==> config.mk <==
export PLATFORM = sky130hd
export DESIGN_NAME = if_pc_predictor
export DESIGN_NICKNAME = d
export VERILOG_FILES = /design/src/rtl/if_pc_predictor.sv
export SDC_FILE = /design/constraint.sdc
export NUM_CORES = 1
export LEC_CHECK = 0
export BUFFER_PORTS_ARGS = -buffer_cell sky130_fd_sc_hd__buf_2
export CAP_MARGIN = 20
export CORE_ASPECT_RATIO = 1.75
export CORE_MARGIN = 5
export CORE_UTILIZATION = 55
export CTS_CLUSTER_DIAMETER = 80
export DETAILED_ROUTE_END_ITERATION = 10
export GPL_ROUTABILITY_DRIVEN = 0
export PLACE_DENSITY = 0.85
export SLEW_MARGIN = 20
export SYNTH_ARGS = -nofsm -noshare
export SYNTH_HDL_FRONTEND = slang
export SYNTH_SLANG_ARGS = --single-unit
==> constraint.sdc <==
create_clock -name clk -period 5.9 [get_ports clk]
set_clock_uncertainty 0.1 [all_clocks]
set_input_delay 0.59 -clock clk [delete_from_list [all_inputs] [get_ports clk]]
set_output_delay 0.59 -clock clk [all_outputs]
set_load 0.005 [all_outputs]
==> src/rtl/if_pc_predictor.sv <==
// Fetch front end: PC register, ROM drive and a 2-bit counter BHT
// that steers fetch to predicted-taken conditional branch targets.
module if_pc_predictor #(
  parameter int          BHT_IDX_W = 6,
  parameter logic [31:0] RESET_PC  = 32'h0000_0000
) (
  input  logic        clk,
  input  logic        rst,
  input  logic [5:0]  stall,
  output logic        rom_ce,
  output logic [31:0] rom_addr,
  input  logic [31:0] rom_data,
  output logic [31:0] if_pc,
  output logic [31:0] if_inst,
  output logic        if_isTaken,
  input  logic        redirect_valid,
  input  logic [31:0] redirect_pc,
  input  logic        upd_valid,
  input  logic [31:0] upd_pc,
  input  logic        upd_taken
);

  localparam int BHT_N = 1 << BHT_IDX_W;

  logic [31:0]          pc_q, pc_d;
  logic                 ce_q, ce_d;
  logic [1:0]           bht_q [BHT_N];
  logic [1:0]           bht_d [BHT_N];
  logic [BHT_IDX_W-1:0] rd_idx;
  logic [BHT_IDX_W-1:0] upd_idx;
  logic [5:0]           opcode;
  logic                 is_branch;
  logic [31:0]          br_off;
  logic [31:0]          target;
  logic                 unused_ok;

  assign rom_ce   = ce_q;
  assign rom_addr = pc_q;
  assign if_pc    = ce_q ? pc_q : 32'h0;
  assign if_inst  = ce_q ? rom_data : 32'h0;

  // beq/bne/blez/bgtz share opcode prefix 0001
  assign opcode     = if_inst[31:26];
  assign is_branch  = (opcode[5:2] == 4'b0001);
  assign br_off     = {{14{if_inst[15]}}, if_inst[15:0], 2'b00};
  assign target     = pc_q + 32'd4 + br_off;
  assign rd_idx     = pc_q[BHT_IDX_W+1:2];
  assign upd_idx    = upd_pc[BHT_IDX_W+1:2];
  assign if_isTaken = is_branch & bht_q[rd_idx][1];

  assign unused_ok = ^{stall[5:1], upd_pc[31:BHT_IDX_W+2],
                       upd_pc[1:0]};

  always_comb begin
    pc_d = pc_q;
    ce_d = 1'b1;
    if (ce_q) begin
      if (redirect_valid)  pc_d = redirect_pc;
      else if (stall[0])   pc_d = pc_q;
      else if (if_isTaken) pc_d = target;
      else                 pc_d = pc_q + 32'd4;
    end
  end

  always_comb begin
    for (int i = 0; i < BHT_N; i++) bht_d[i] = bht_q[i];
    if (upd_valid) begin
      if (upd_taken) begin
        if (bht_q[upd_idx] != 2'b11)
          bht_d[upd_idx] = bht_q[upd_idx] + 2'b01;
      end else begin
        if (bht_q[upd_idx] != 2'b00)
          bht_d[upd_idx] = bht_q[upd_idx] - 2'b01;
      end
    end
  end

  always_ff @(posedge clk) begin
    if (rst) begin
      pc_q <= RESET_PC;
      ce_q <= 1'b0;
      for (int i = 0; i < BHT_N; i++) bht_q[i] <= 2'b01;
    end else begin
      pc_q <= pc_d;
      ce_q <= ce_d;
      for (int i = 0; i < BHT_N; i++) bht_q[i] <= bht_d[i];
    end
  end

endmodule

==> metrics.cfg <==
[final_layout]
seqCellArea_sq_um = 3340
final_cell_area_sq_um = 12100
fin_nets = 1636
final_util = 0.637
multi_input_area_sq_um = 6730
n_antenna_cell = 0
drive_gt1_frac = 0.174
layoutNonFillerInstCount = 1743
syn_to_final_growth_pct = 14.8
num-fill-cells = 1595

[global_routing]
grt_pass1_vias = 11067
grt.total_usage = 0.320
grt_pass1_wl_um = 56700
use_met3 = 0.0656
overflow = 0
use_met2 = 0.548
antenna_found_initial = 0
grt_max_degree = 69
gr-usage-met1 = 0.341
grt.busiest_layer = met2

[die]
fp.dieW_um = 115
ios = 205
core_area_sq_um = 19000
core.rowCount = 67
start_util = 0.555
die_area_sq_um = 22200
dieHeight_um = 193

[timing]
whs_ns = 0.318
fin_tns_setup_ns = 0
relSlewSlack = 0.224
period_share = 0.855
min_period_ns = 5.04
worst_slew_pin_slew_ns = 1.15
finalSetupViolCount = 0
setup_ws_ns = 0.856
fmax_ghz = 0.198
rsz0062_at_grt = false
hold_viol = 0
finalMaxSlewViolations = 0

[clocking]
cts_setup_buffers = 0
cts.reportedPaths.clkPinSlew_ns = 0.07
cts_resized = 0
cts_sinks = 167
root_buffer = clkbuf_16
cts_buffer_depth = 2
cts_tree = yes
cts_hold_buf = 0
clock_latency_ns = 0.43
h-tree-depth = 4
cts_buffers = 17

[drt]
vias = 11313
antenna_left = 0
drt_first_iter_violations = 1071
vias_per_cell = 6.49
wl_per_cell_um = 20.7
drtPass1Iterations = 7
wl_um = 36000
post-route-drc-count = 0

[critical_path]
startpoint_type = input port
ff2ff_setup_slack_ns = 1.19
cp-end-kind = flip-flop
crit_required_ns = 6.15
worst_r2r_endpoint = rom_addr[29]$_SDFFE_PP0P_
cp_max_fo = 65
cp_data_arrival_time_ns = 5.30
critPathKind = input port to flip-flop
r2r_start = rom_addr[2]$_SDFFE_PP0P_
worst_r2r_path_depth = 14

[yosys]
synth_edf_count = 0
yosysMostFrequentCell = nand2_1
synth_top_cell_by_area = dfxtp_1
ys.flop_type = dfxtp_1
ys_warn_count = 0
ys_ff_latch = 167
syn_inst = 1359
synthesis.nets = 1505
ys_seq_area_frac = 0.317
synth_common_cells = 272 x nand2_1, 167 x dfxtp_1, 100 x a21oi_1
syn-cell-area_sq_um = 10600
syn_avg_cell_area_sq_um = 7.77
synth.area.top_cells = dfxtp_1 32%, nand2_1 9.7%, o211ai_1 5.8%, a21oi_1 4.7%, ha_1 4.5%
synth_top_area_share = 0.317
ys_async_sr_fraction = 0
synth_cell_types = 68

[place]
dp.final_hpwl_um = 25500
placed_area_sq_um = 11600
dpl_worst_slack_ns = 0.937
placed_cells = 1712
portBuffers = 173

[hold_path]
min_path_type = input port to flip-flop
min-delay-start = redirect_pc[1]
min_path_cells = 3
whs_endpoint = rom_addr[1]$_SDFFE_PP0P_

[pwr]
totalPowerFinal_mw = 2.65
powerDensity_nw_per_um2 = 219
ir_drop_uv = 166
cellLeakagePower_nw = 5.17

[flow_run]
drv_cap = 0

[outcome]
outcome = finished clean

==> how the worst max path moves through the flow <==
stage,from,to,slack [ns],cells past startpoint
6_report,upd_pc[3],bht_q[34][1]$_SDFFE_PP0P_,0.86,12
5_1_grt,upd_pc[3],bht_q[16][1]$_SDFFE_PP0P_,0.74,12
4_1_cts,rom_addr[4]$_SDFFE_PP0P_,rom_addr[29]$_SDFFE_PP0P_,1.34,16
3_5_place_dp,upd_pc[3],bht_q[54][1]$_SDFFE_PP0P_,0.94,12
3_3_place_gp,upd_pc[3],bht_q[54][1]$_SDFFE_PP0P_,1.03,12
2_1_floorplan,upd_pc[2],flip-flop,1.90,16
==> metal layers <==
layer,up-vias,wire [um]
li1,5196,-
met5,-,0
met2,736,17900
met4,0,2970
met1,5156,11900
met3,225,3200
==> worst max-delay path: stages <==
cell     delay [ns]
buf_2          0.17
nand3_1        0.63
o22ai_1        0.17
o41ai_1        1.04
nand2_1        0.19
and4b_2        0.35
buf_4          0.60
ha_1           0.38
xnor2_2        0.16
buf_4          0.62
nand3_1        0.19
a21oi_1        0.16
==> cells by family (layout without fill, tap and decap cells) <==
family | count (synthesis) | after routing | share of synthesized area
mux | 32 | 32 | 0.0524
compound gates | 374 | 374 | 0.232
fa+ha+maj | 39 | 39 | 0.0469
simple gates | 576 | 576 | 0.259
flops | 167 | 167 | 0.317
xor+xnor | 54 | 54 | 0.0448
buf+inv | 117 | 260 | 0.0475
==> placed cells by master (no fill, tap or decap), types with 4 or more instances in the layout <==
| cell | n |
|---|---|
| a211oi_1 | 5 |
| a21o_1 | 15 |
| a21oi_1 | 100 |
| a22o_1 | 6 |
| a22oi_1 | 35 |
| a31oi_1 | 15 |
| and2_1 | 66 |
| and3_1 | 15 |
| buf_2 | 173 |
| buf_4 | 30 |
| clkbuf_16 | 17 |
| clkinv_4 | 4 |
| dfxtp_1 | 166 |
| ha_1 | 38 |
| inv_1 | 24 |
| mux2i_1 | 14 |
| mux4_1 | 5 |
| mux4_2 | 12 |
| nand2_1 | 272 |
| nand2b_1 | 11 |
| nand3_1 | 92 |
| nand4_1 | 23 |
| nor2_1 | 42 |
| nor3_1 | 13 |
| nor3b_1 | 7 |
| o211ai_1 | 81 |
| o21a_1 | 4 |
| o21ai_0 | 37 |
| o21ai_1 | 9 |
| o22ai_1 | 35 |
| o31ai_1 | 5 |
| or3_1 | 4 |
| or4_1 | 8 |
| xnor2_1 | 36 |
| xor2_1 | 17 |
==> final cells by class <==
cell class / instances / area share
Timing Repair Buffer: 203 / 0.0900
Inverter: 26 / 0.00805
Clock inverter: 11 / 0.00847
Clock buffer: 20 / 0.0377
Multi-Input combinational cell: 1075 / 0.555
Sequential cell: 167 / 0.276
Tap cell: 241 / 0.0249
==> power by group <==
part / total, mW / switching [mW] / internal [mW]
registers: 1.19 / 0.0406 / 1.15
logic: 0.397 / 0.245 / 0.152
clock network: 1.07 / 0.468 / 0.601
Power figures use the tool's default switching activity.
